<file path="src/rtl/lab_buffer_scheduler.sv">
// -----------------------------------------------------------------------------
// lab_buffer_scheduler
//
// Hands the four LAB sample buffers out to incoming triggers in strict
// round-robin order (0,1,2,3,0,...). It feeds the single LAB digitizer one
// buffer at a time. It presents the oldest digitized buffer to the PCI
// readout side until that side frees it.
//
// Three 3-bit pointers (2-bit buffer index plus a wrap bit) track the buffers:
//   wr : next buffer to allocate to a trigger
//   dg : next buffer to digitize
//   rd : oldest allocated buffer, next to be freed by readout
// The ordering rd <= dg <= wr always holds (mod 8). Occupancy is wr - rd.
//
// Optional feature, controlled by the macro LAB_SCHED_TIMEOUT_EN:
//   defined     : WAIT counts cycles. After DIG_TIMEOUT cycles without
//                 dig_done_i, the buffer is treated as digitized and
//                 timeout_o is set. timeout_o stays set until reset/clear.
//   not defined : WAIT is held until dig_done_i. timeout_o stays 0.
//
// Parameters
//   DIG_TIMEOUT  WAIT cycles before a digitization is forced complete (>= 2)
//   DROP_W       width of the saturating dropped-trigger counter
//
// Ports
//   clk_i        in   system clock
//   nrst_i       in   asynchronous reset, active low
//   clear_i      in   synchronous clear, same effect as reset
//   trig_i       in   1-cycle trigger pulse
//   trig_ack_o   out  1-cycle pulse: trigger given buffer trig_buf_o
//   trig_drop_o  out  1-cycle pulse: trigger dropped, all buffers occupied
//   trig_buf_o   out  allocated buffer index, valid with trig_ack_o
//   digitize_o   out  one-hot 1-cycle digitize request
//   dig_done_i   in   1-cycle pulse: digitizer finished the current buffer
//   rd_valid_o   out  oldest allocated buffer is digitized and readable
//   rd_buf_o     out  index of the oldest allocated buffer
//   rd_done_i    in   1-cycle pulse: readout finished, free rd_buf_o
//   occupancy_o  out  number of allocated buffers, 0..4
//   full_o       out  occupancy_o == 4
//   drop_cnt_o   out  saturating count of dropped triggers
//   timeout_o    out  sticky digitization-timeout flag
//   state_o      out  FSM state (IDLE=0, ISSUE=1, WAIT=2)
//
// All outputs are registered. Each output reflects the effect of an edge
// during the cycle that follows that edge.
// -----------------------------------------------------------------------------
module lab_buffer_scheduler #(
    parameter int DIG_TIMEOUT = 4095,
    parameter int DROP_W      = 16
) (
    input  logic              clk_i,
    input  logic              nrst_i,
    input  logic              clear_i,
    input  logic              trig_i,
    output logic              trig_ack_o,
    output logic              trig_drop_o,
    output logic [1:0]        trig_buf_o,
    output logic [3:0]        digitize_o,
    input  logic              dig_done_i,
    output logic              rd_valid_o,
    output logic [1:0]        rd_buf_o,
    input  logic              rd_done_i,
    output logic [2:0]        occupancy_o,
    output logic              full_o,
    output logic [DROP_W-1:0] drop_cnt_o,
    output logic              timeout_o,
    output logic [1:0]        state_o
);

    typedef enum logic [1:0] {
        ST_IDLE  = 2'd0,
        ST_ISSUE = 2'd1,
        ST_WAIT  = 2'd2
    } state_t;

    localparam logic [DROP_W-1:0] DROP_MAX = {DROP_W{1'b1}};
    localparam logic [DROP_W-1:0] DROP_ONE = {{(DROP_W-1){1'b0}}, 1'b1};

    // A timeout shorter than two cycles cannot be honoured by the WAIT timer
    if (DIG_TIMEOUT < 2) begin : g_bad_timeout
        $error("lab_buffer_scheduler: DIG_TIMEOUT must be at least 2");
    end

    // Pointer and FSM state
    logic [2:0] wr_r;
    logic [2:0] dg_r;
    logic [2:0] rd_r;
    state_t     state_r;

`ifdef LAB_SCHED_TIMEOUT_EN
    localparam int             TMR_W    = $clog2(DIG_TIMEOUT);
    localparam logic [TMR_W-1:0] TMR_LAST = TMR_W'(DIG_TIMEOUT - 1);
    localparam logic [TMR_W-1:0] TMR_ONE  = {{(TMR_W-1){1'b0}}, 1'b1};
    localparam logic [TMR_W-1:0] TMR_ZERO = {TMR_W{1'b0}};

    logic [TMR_W-1:0] timer_r;
    logic [TMR_W-1:0] timer_nxt_s;
`endif

    // Next-state values
    logic [2:0]        occ_s;
    logic              alloc_s;
    logic              drop_s;
    logic              free_s;
    logic [2:0]        wr_nxt_s;
    logic [2:0]        dg_nxt_s;
    logic [2:0]        rd_nxt_s;
    logic [2:0]        occ_nxt_s;
    state_t            state_nxt_s;
    logic [3:0]        digitize_nxt_s;
    logic [DROP_W-1:0] drop_cnt_nxt_s;
    logic              timeout_nxt_s;

    // Allocation, freeing and the drop counter, all based on registered occupancy
    always_comb begin
        occ_s   = wr_r - rd_r;
        // The decision uses the occupancy before any same-edge free, so a
        // trigger that arrives while full is dropped even if readout frees
        // a buffer on the same edge.
        alloc_s = trig_i && (occ_s < 3'd4);
        drop_s  = trig_i && !(occ_s < 3'd4);
        // A free is only honoured while a digitized buffer is presented
        free_s  = rd_done_i && (rd_r != dg_r);

        if (alloc_s) begin
            wr_nxt_s = wr_r + 3'd1;
        end else begin
            wr_nxt_s = wr_r;
        end

        if (free_s) begin
            rd_nxt_s = rd_r + 3'd1;
        end else begin
            rd_nxt_s = rd_r;
        end

        if (drop_s && (drop_cnt_o != DROP_MAX)) begin
            drop_cnt_nxt_s = drop_cnt_o + DROP_ONE;
        end else begin
            drop_cnt_nxt_s = drop_cnt_o;
        end

        occ_nxt_s = wr_nxt_s - rd_nxt_s;
    end

    // Digitizer sequencing: one outstanding digitization at a time
    always_comb begin
        state_nxt_s   = state_r;
        dg_nxt_s      = dg_r;
`ifdef LAB_SCHED_TIMEOUT_EN
        timeout_nxt_s = timeout_o;
        timer_nxt_s   = timer_r;
`else
        timeout_nxt_s = 1'b0;
`endif
        case (state_r)
            ST_IDLE: begin
                // dig_done_i is deliberately ignored outside WAIT
                if (dg_r != wr_r) begin
                    state_nxt_s = ST_ISSUE;
                end else begin
                    state_nxt_s = ST_IDLE;
                end
            end
            ST_ISSUE: begin
                state_nxt_s = ST_WAIT;
`ifdef LAB_SCHED_TIMEOUT_EN
                timer_nxt_s = TMR_ZERO;
`endif
            end
            ST_WAIT: begin
                if (dig_done_i) begin
                    dg_nxt_s    = dg_r + 3'd1;
                    state_nxt_s = ST_IDLE;
                end
`ifdef LAB_SCHED_TIMEOUT_EN
                else if (timer_r == TMR_LAST) begin
                    // Give up on the digitizer and treat the buffer as done
                    dg_nxt_s      = dg_r + 3'd1;
                    state_nxt_s   = ST_IDLE;
                    timeout_nxt_s = 1'b1;
                end else begin
                    timer_nxt_s = timer_r + TMR_ONE;
                end
`else
                else begin
                    state_nxt_s = ST_WAIT;
                end
`endif
            end
            default: begin
                state_nxt_s = ST_IDLE;
            end
        endcase

        // The request is raised for the single cycle spent in ISSUE
        if (state_nxt_s == ST_ISSUE) begin
            digitize_nxt_s = 4'b0001 << dg_r[1:0];
        end else begin
            digitize_nxt_s = 4'b0000;
        end
    end

    // State, pointers and registered outputs
    always_ff @(posedge clk_i or negedge nrst_i) begin
        if (!nrst_i) begin
            wr_r        <= 3'd0;
            dg_r        <= 3'd0;
            rd_r        <= 3'd0;
            state_r     <= ST_IDLE;
`ifdef LAB_SCHED_TIMEOUT_EN
            timer_r     <= TMR_ZERO;
`endif
            trig_ack_o  <= 1'b0;
            trig_drop_o <= 1'b0;
            trig_buf_o  <= 2'd0;
            digitize_o  <= 4'd0;
            rd_valid_o  <= 1'b0;
            rd_buf_o    <= 2'd0;
            occupancy_o <= 3'd0;
            full_o      <= 1'b0;
            drop_cnt_o  <= {DROP_W{1'b0}};
            timeout_o   <= 1'b0;
            state_o     <= 2'd0;
        end else if (clear_i) begin
            wr_r        <= 3'd0;
            dg_r        <= 3'd0;
            rd_r        <= 3'd0;
            state_r     <= ST_IDLE;
`ifdef LAB_SCHED_TIMEOUT_EN
            timer_r     <= TMR_ZERO;
`endif
            trig_ack_o  <= 1'b0;
            trig_drop_o <= 1'b0;
            trig_buf_o  <= 2'd0;
            digitize_o  <= 4'd0;
            rd_valid_o  <= 1'b0;
            rd_buf_o    <= 2'd0;
            occupancy_o <= 3'd0;
            full_o      <= 1'b0;
            drop_cnt_o  <= {DROP_W{1'b0}};
            timeout_o   <= 1'b0;
            state_o     <= 2'd0;
        end else begin
            wr_r        <= wr_nxt_s;
            dg_r        <= dg_nxt_s;
            rd_r        <= rd_nxt_s;
            state_r     <= state_nxt_s;
`ifdef LAB_SCHED_TIMEOUT_EN
            timer_r     <= timer_nxt_s;
`endif
            trig_ack_o  <= alloc_s;
            trig_drop_o <= drop_s;
            trig_buf_o  <= alloc_s ? wr_r[1:0] : 2'd0;
            digitize_o  <= digitize_nxt_s;
            rd_valid_o  <= (rd_nxt_s != dg_nxt_s);
            rd_buf_o    <= rd_nxt_s[1:0];
            occupancy_o <= occ_nxt_s;
            full_o      <= (occ_nxt_s == 3'd4);
            drop_cnt_o  <= drop_cnt_nxt_s;
            timeout_o   <= timeout_nxt_s;
            state_o     <= state_nxt_s;
        end
    end

endmodule

</file>
<file path="config.mk">
export PLATFORM = sky130hd
export DESIGN_NAME = lab_buffer_scheduler
export DESIGN_NICKNAME = d
export VERILOG_FILES = /design/src/rtl/lab_buffer_scheduler.sv
export SDC_FILE = /design/constraint.sdc
export NUM_CORES = 1
export LEC_CHECK = 0
export ABC_AREA = 1
export CAP_MARGIN = 30
export CORE_AREA = 2 2 67 69
export CTS_CLUSTER_SIZE = 30
export DETAILED_ROUTE_END_ITERATION = 6
export DIE_AREA = 0 0 69 71
export PLACE_DENSITY = 0.83
export SKIP_CTS_REPAIR_TIMING = 1
export SLEW_MARGIN = 20
export SYNTH_ARGS = -nofsm -noshare
export SYNTH_HDL_FRONTEND = slang
export SYNTH_SLANG_ARGS = --single-unit
export TNS_END_PERCENT = 10
</file>
<file path="constraint.sdc">
create_clock -name clk_i -period 6.2 [get_ports clk_i]
set_input_delay 1.24 -clock clk_i [delete_from_list [all_inputs] [get_ports clk_i]]
set_output_delay 1.24 -clock clk_i [all_outputs]
set_load 0.01 [all_outputs]
</file>
==> results.yml, run 1 <==
logic_synthesis:
  synth.top_cell.area_share_pct: 43.5
  synth_xor_area_share_pct: 9.52
  synth_async_sr_flop_share_pct: 100
  yosysUniqueCellTypes: 31
  synth_edf_count: 0
  ys_ff_latch: 40
  synthAdderAreaFrac_pct: 6.31
  syn_nets: 311
  yosysWarnings: 0
  ys_top_cells_by_area: "dfrtp_1, nand2_1, nor2_1"
  synth_top_area_cell: "dfrtp_1"
  synth_mux_area_share_pct: 0
  synth_area_per_cell_um2: 7.82
  synth_most_common_cell: "nand2_1"
  synthSimpleGateAreaFrac_pct: 28.8
  ys.flop_type: "dfrtp_1"
  syn_inst: 294
  netlist_area_um2: 2300
  synth-compound-area-share_pct: 2.72
  synth_top_family_by_area: "simple AND/OR/NAND/NOR gates"
  synth_common_cells: "nand2_1, nor2_1, dfrtp_1"
  yosysSeqAreaShare_pct: 43.5
die:
  die-area_um2: 4900
  core_um2: 4200
  die_w_um: 69
  die_y_um: 71
  io_pins: 40
  initial_core_util_pct: 54.7
  num_rows: 24
min_path:
  hp-class: "reg -> reg"
power:
  p_leak_nw: 1.42
  pwr_density_cell_nw_per_um2: 411
  vdd_drop_max_mv: 0.338
global_route:
  antenna_found_initial: 0
  grt_max_degree: 41
  gr-total-overflow: 0
  grt_pass1_vias: 1921
  grt_usage_pct: 21.2
  grt_first_pass_wirelength_um: 8460
timing:
  finalCritPeriodShare_pct: 50.3
  setup_viol: 0
  tightestPinTransition_ps: 524
  rsz0062_at_grt: "no"
  period_minus_slack_ps: 3120
  finalMaxSlewViolations: 0
  fin_skew_ps: 6.89
  tns_ps: 0
  slew-limit-headroom_pct: 65.1
  fmax_mhz: 321
  hold_viol: 0
  holdWs_ps: 568
critical_path:
  slowest_delay_ps: 550
  path_buf_inv: 5
  startpoint_type: "input port"
  crit_chain: "clkdlybuf4s50_1 -> nand3_1 -> inv_1 -> ha_1 -> inv_1 -> ha_1 -> inv_1 -> fa_1 -> inv_1 -> nand3_1 -> nand3_1 -> nor2_1"
  worstPathRequired_ps: 6380
  critPathTopFamily: "buffers and inverters"
  timing.critical_path.slowest_stage_cell: "clkdlybuf4s50_1"
  cpMostUsedCell: "inv_1"
  path_max_fanout: 6
  cp-end-kind: "flip-flop"
  crit_arrival_ps: 3300
  critical_path_class: "in -> reg"
clocking:
  h-tree-depth: 2
  cts_root_buffer: "clkbuf_8"
  numCtsBuffers: 5
  cts_tree: "done"
  clock_tree.buffer_depth: 2
  clkTransAtPathRegs_ps: 70
  numClockSinks: 40
  clk_latency_ps: 290
place:
  place_hpwl_um: 3490
  routabilityCongestion: 0.926
  portBuffers: 38
  place_area_um2: 2690
  dpl.cell_count: 376
routing:
  routed_via_density: 4.98
  route.detailed.drc: 0
  drt_iter0_drc: 97
  drt-pass1-iter-count: 5
  num_vias: 1918
  routed_wirelength_um: 4710
  final_antenna_net_count: 0
  wl_per_cell_um: 12.2
cells_and_area:
  postLayoutCellArea_um2: 2820
  fin_util_pct: 67.1
  antenna_cells: 0
  stdcell_count: 385
  syn_to_final_growth_pct: 22.6
  final_nets: 349
  multi_input_area_um2: 1090
  layout-drive-gt1-share_pct: 6.01
  fillers: 360
  seqCellArea_um2: 1000
status:
  status: "finished clean"
flow_run:
  maxCapViolations: 0
-- power by group --
group / internal (mW) / switching, mW
registers: 0.316 / 0.0538
logic: 0.233 / 0.351
clock network: 0.119 / 0.0851
-- layout make-up --
cell class	count	share of cell area (%)
inverters	41	5.50
clock buffers	6	2.57
repair buffers	39	14.1
flip-flops and latches	40	35.5
clock inverters	2	1.24
well taps	52	2.31
multi-input cells	205	38.8
-- layer usage --
metal / vias up / share of wire, % / track usage (%)
met5: - / 0 / 0
li1: 974 / - / -
met2: 39 / 50 / 36.2
met1: 897 / 44 / 26.7
met3: 8 / 4.3 / 4.84
met4: 0 / 1.4 / 7.19
-- state kept, by name, indices dropped and copies added, names as in the netlist --
register     count
digitize_o       4
trig_ack_o       1
state_r          2
full_o           1
drop_cnt_o      16
wr_r             3
trig_drop_o      1
rd_valid_o       1
trig_buf_o       2
dg_r             3
occupancy_o      3
rd_r             3
-- placed cells by master (no fill, tap or decap), drive strengths merged, types with 2 or more instances in the layout --
| cell type | count |
|---|---|
| buf | 3 |
| clkbuf | 6 |
| clkdlybuf4s50 | 36 |
| clkinv | 2 |
| dfrtp | 40 |
| ha | 10 |
| inv | 40 |
| nand2 | 83 |
| nand3 | 22 |
| nand4 | 5 |
| nor2 | 44 |
| nor3 | 3 |
| o21a | 2 |
| o21ai | 4 |
| xnor2 | 9 |
| xor2 | 16 |
-- cell families after synthesis --
group,Yosys count
adders and majority gates,11
DFF,40
AOI/OAI and AO/OA,10
buffers and inverters,49
and+or+nand+nor,158
xor gates and xnor gates,25
other,1
-- through the flow --
step / total power, mW / setup slack [ps]
after floorplan: 0.786 / 3540
final: 1.16 / 3080
after global placement: 0.939 / 2710
after detailed placement: 0.956 / 2630
after CTS: 1.17 / 2910
after global routing: 1.27 / 2910
-- final timing paths --
| check | start | endpoint | slack (ps) | depth (start not counted) |
|---|---|---|---|---|
| max in group asynchronous | nrst_i | drop_cnt_o[10] | 4850 | 2 |
| worst max-delay path | trig_i | full_o | 3080 | 12 |
| min in group asynchronous | nrst_i | rd_r[0] | 880 | 1 |
| worst min-delay path | state_r[0] | state_r[1] | 570 | 2 |
| worst max register to register | rd_r[1] | full_o | 3560 | 16 |
| worst min register to register | state_r[0] | state_r[1] | 570 | 2 |
-- worst register-to-register path, delay by kind of cell, from the launching register on --
family	cells	cell delay, ps
flip-flops	1	410
buffers and inverters	5	410
adder cells (fa/ha/maj)	4	1020
AND/OR/NAND/NOR	7	690
Power figures use the tool's default switching activity.
==> run 2, diff against run 1 <==
--- a/config.mk
+++ b/config.mk
@@ -7,11 +7,11 @@
 export LEC_CHECK = 0
 export ABC_AREA = 1
 export CAP_MARGIN = 30
-export CORE_AREA = 2 2 67 69
+export CORE_AREA = 2 2 69 71
 export CTS_CLUSTER_SIZE = 30
 export DETAILED_ROUTE_END_ITERATION = 6
-export DIE_AREA = 0 0 69 71
-export PLACE_DENSITY = 0.83
+export DIE_AREA = 0 0 71 73
+export PLACE_DENSITY = 0.79
 export SKIP_CTS_REPAIR_TIMING = 1
 export SLEW_MARGIN = 20
 export SYNTH_ARGS = -nofsm -noshare
==> constraint.sdc (replaced) <==
create_clock -name clk_i -period 3 [get_ports clk_i]
set_input_delay 0.6 -clock clk_i [delete_from_list [all_inputs] [get_ports clk_i]]
set_output_delay 0.6 -clock clk_i [all_outputs]
set_load 0.01 [all_outputs]
==> results.yml, run 2 (synthesis results as in run 1) <==
status:
  status: "finished clean"
clocking:
  numCtsBuffers: 5
  cts_root_buffer: "clkbuf_8"
  clk_latency_ps: 290
  cts_tree: "done"
  clkTransAtPathRegs_ps: 80
  numClockSinks: 40
  h-tree-depth: 2
  clock_tree.buffer_depth: 2
die:
  die-area_um2: 5180
  initial_core_util_pct: 50.7
  core_um2: 4540
  die_y_um: 73
  die_w_um: 71
  io_pins: 40
  num_rows: 25
timing:
  setup_viol: 0
  slew-limit-headroom_pct: 66.2
  fin_skew_ps: 6.71
  holdWs_ps: 264
  finalCritPeriodShare_pct: 85.3
  tightestPinTransition_ps: 506
  period_minus_slack_ps: 2560
  hold_viol: 0
  layout_setup_ws_ps: 441
  tns_ps: 0
  fmax_mhz: 391
  finalMaxSlewViolations: 0
  rsz0062_at_grt: "no"
cells_and_area:
  stdcell_count: 388
  fin_util_pct: 62.5
  final_nets: 350
  reg_top3: "drop_cnt_o: 16 flops, digitize_o: 4 flops"
  final_common_cell: "nand2_1"
  postLayoutCellArea_um2: 2840
  largest_register: "drop_cnt_o"
  layout-drive-gt1-share_pct: 5.99
  antenna_cells: 0
  mostFrequentLayoutCells: "nand2_1, nor2_1, dfrtp_1"
  largest_reg_flops: 16
  syn_to_final_growth_pct: 23.3
routing:
  route.detailed.drc: 0
  routed_wirelength_um: 4550
  drt-pass1-iter-count: 4
  wl_per_cell_um: 11.7
  routed_via_density: 4.88
  num_vias: 1894
  final_antenna_net_count: 0
  drt_iter0_drc: 137
critical_path:
  startpoint_type: "flip-flop"
  rr_worst_depth: 16
  cp-startpoint: "rd_r[1]"
  crit_cells: 16
  reg2reg_slack_ps: 440
  crit_arrival_ps: 2750
  slowest_delay_ps: 410
  crit-reg2reg-launch: "rd_r[1]"
  crit_chain: "inv_1 -> ha_1 -> nand2_1 -> nand2_1 -> nand2_1 -> nand3_1 -> inv_1 -> ha_1 -> inv_1 -> ha_1 -> inv_1 -> fa_1 -> inv_1 -> nand3_1 -> nand3_1 -> inv_1"
  crit_end: "occupancy_o[2]"
  timing.critical_path.slowest_stage_cell: "dfrtp_1"
  cp-end-kind: "flip-flop"
  path_max_fanout: 6
  critical_path_class: "reg -> reg"
  cpMostUsedCell: "inv_1"
  worstPathRequired_ps: 3190
  critPathTopFamily: "adder cells"
  reg2reg_to: "occupancy_o[2]"
  path_buf_inv: 6
place:
  dp_slack_ps: 308
  routabilityCongestion: 0.903
  place_hpwl_um: 3300
  place_area_um2: 2700
  dpl.cell_count: 379
  portBuffers: 38
global_route:
  grt_pass1_vias: 1724
  grt_max_degree: 41
  grt_first_pass_wirelength_um: 7710
  antenna_found_initial: 0
  gr-total-overflow: 0
  grt_usage_pct: 18.9
power:
  pwr_density_cell_nw_per_um2: 840
  vdd_drop_max_mv: 0.547
  p_leak_nw: 1.43
  power.total_mw: 2.38
min_path:
  hp-class: "in -> async"
flow_run:
  maxCapViolations: 0
-- run 2: changes by cell type in the layout (fill, tap and decap cells not counted), sizes merged --
| cell | delta |
|---|---|
| clkdlybuf4s50 | +1 |
-- run 2: final cells by class --
cell class	instances	area (µm²)
repair buffers	40	410
flip-flops and latches	40	1000
multi-input cells	205	1090
well taps	54	67.6
fillers	392	1700
clock inverters	2	35.0
clock buffers	6	72.6
inverters	41	155
-- run 2: worst min-delay path by stage --
| stage | cells after the start | to | slack, ps |
|---|---|---|---|
| 2_1_floorplan | 0 | dg_r[0] | 300 |
| 3_3_place_gp | 2 | drop_cnt_o[9] | 550 |
| 3_5_place_dp | 2 | drop_cnt_o[11] | 550 |
| 4_1_cts | 1 | dg_r[1] | 450 |
| 5_1_grt | 1 | dg_r[2] | 290 |
| 6_report | 1 | dg_r[0] | 260 |
-- run 2: routing by layer --
| layer | share of wire (%) | track usage (%) | up-vias |
|---|---|---|---|
| li1 | - | - | 980 |
| met1 | 48 | 26.0 | 870 |
| met2 | 46 | 29.4 | 37 |
| met3 | 3.9 | 4.56 | 7 |
| met4 | 1.7 | 6.71 | 0 |
| met5 | 0 | 0 | - |
-- run 2: power breakdown --
part / total, mW / switching, mW / leakage (nW) / internal (mW)
logic: 1.19 / 0.705 / 0.829 / 0.484
clock network: 0.431 / 0.184 / 0.0552 / 0.247
registers: 0.763 / 0.110 / 0.545 / 0.653
total: 2.38 / 0.999 / 1.43 / 1.38
==> run 3, diff against run 2 <==
--- a/config.mk
+++ b/config.mk
@@ -7,12 +7,14 @@
 export LEC_CHECK = 0
 export ABC_AREA = 1
 export CAP_MARGIN = 30
-export CORE_AREA = 2 2 69 71
+export CORE_AREA = 2 2 65 67
 export CTS_CLUSTER_SIZE = 30
 export DETAILED_ROUTE_END_ITERATION = 6
-export DIE_AREA = 0 0 71 73
-export PLACE_DENSITY = 0.79
+export DIE_AREA = 0 0 67 69
+export DONT_BUFFER_PORTS = 1
+export PLACE_DENSITY = 0.74
 export SKIP_CTS_REPAIR_TIMING = 1
+export SKIP_LAST_GASP = 1
 export SLEW_MARGIN = 20
 export SYNTH_ARGS = -nofsm -noshare
 export SYNTH_HDL_FRONTEND = slang
==> results.yml, run 3 (synthesis results as in run 1) <==
status:
  status: "finished clean"
place:
  dp_slack_ps: 451
  routabilityCongestion: 0.798
  place_hpwl_um: 3120
  portBuffers: 0
routing:
  routed_wirelength_um: 4450
  route.detailed.drc: 0
  final_antenna_net_count: 0
  routed_via_density: 5.01
  wl_per_cell_um: 12.9
  drt-pass1-iter-count: 4
  num_vias: 1722
  drt_iter0_drc: 93
timing:
  finalCritPeriodShare_pct: 85.4
  tns_ps: 0
  layout_setup_ws_ps: 439
  hold_viol: 0
  setup_viol: 0
  finalMaxSlewViolations: 0
  fin_skew_ps: 5.32
  period_minus_slack_ps: 2560
  rsz0062_at_grt: "no"
  fmax_mhz: 391
die:
  die-area_um2: 4620
  initial_core_util_pct: 58.8
  io_pins: 40
  die_y_um: 69
  core_um2: 3910
  num_rows: 23
  die_w_um: 67
global_route:
  grt_usage_pct: 21.7
  grt_pass1_vias: 1643
  grt_max_degree: 41
  gr-total-overflow: 0
  antenna_found_initial: 0
  grt_first_pass_wirelength_um: 7710
power:
  p_leak_nw: 1.28
  vdd_drop_max_mv: 0.592
  pwr_density_cell_nw_per_um2: 875
  power.total_mw: 2.11
clocking:
  numCtsBuffers: 5
  cts_root_buffer: "clkbuf_8"
  h-tree-depth: 2
  clkTransAtPathRegs_ps: 80
  clock_tree.buffer_depth: 2
  numClockSinks: 40
  cts_tree: "done"
  clk_latency_ps: 290
critical_path:
  path_max_fanout: 6
  rr_worst_depth: 16
  startpoint_type: "flip-flop"
  worstPathRequired_ps: 3190
  critical_path_class: "reg -> reg"
  crit_arrival_ps: 2750
  cp-end-kind: "flip-flop"
cells_and_area:
  layout-drive-gt1-share_pct: 5.78
  final_nets: 311
  fillers: 352
  mostFrequentLayoutCells: "nand2_1, nor2_1, dfrtp_1"
  final_common_cell: "nand2_1"
  antenna_cells: 0
  syn_to_final_growth_pct: 5.11
  largest_reg_flops: 16
  reg_top3: "drop_cnt_o: 16 flops, digitize_o: 4 flops"
  largest_register: "drop_cnt_o"
min_path:
  hp-class: "in -> async"
flow_run:
  maxCapViolations: 0
==> run 3: final timing paths <==
check	from	endpoint	slack, ps
setup / recovery	rd_r[1]	full_o	440
hold / removal	nrst_i	drop_cnt_o[6]	140
hold reg to reg	drop_cnt_o[1]	drop_cnt_o[1]	630
min in group clk_i	clear_i	trig_buf_o[0]	370
max in group asynchronous	nrst_i	drop_cnt_o[14]	2670
setup reg to reg	rd_r[1]	full_o	440
==> run 3: metrics by stage <==
stage | cells | hold slack [ps] | area, µm² | util [%]
after floorplan | 294 | 304 | 2300 | -
after global placement | 336 | 306 | 2310 | 59.1
after detailed placement | 336 | 305 | 2310 | 59.1
after CTS | 343 | -19.8 | 2390 | 61.1
after global routing | 344 | 142 | 2420 | 61.8
final | 344 | 139 | 2420 | 61.8
==> run 3: cell type report <==
| class | instances | area [µm²] | area share (%) |
|---|---|---|---|
| timing repair buffer | 1 | 27.5 | 1.14 |
| tap | 50 | 62.6 | 2.59 |
| inverter | 41 | 155 | 6.42 |
| clock buffer | 6 | 72.6 | 3.00 |
| multi-input combinational | 205 | 1090 | 45.2 |
| sequential | 40 | 1000 | 41.4 |
| clock inverter | 1 | 5.00 | 0.207 |
==> run 3: critical path, cell delays in order, from the launching register on <==
cell	delay, ps
dfrtp_1	450
inv_1	90
ha_1	290
nand2_1	100
nand2_1	70
nand2_1	60
nand3_1	170
inv_1	100
ha_1	220
inv_1	70
ha_1	140
inv_1	40
fa_1	370
inv_1	60
nand3_1	70
nand3_1	100
nor2_1	50
==> run 3: power by group <==
part	leakage [nW]	total, mW	internal (mW)	switching, mW
Clock	0.0410	0.339	0.158	0.181
Combinational	0.690	0.962	0.351	0.611
Sequential	0.545	0.813	0.653	0.160
==> run 3: metal layers <==
metal  up-vias  wire (µm)  GRT usage (%)
met3         7        216           7.01
met1       790       1950           26.3
met4         0         85           8.16
met5         -          0              0
met2        29       2200           35.2
li1        896          -              -
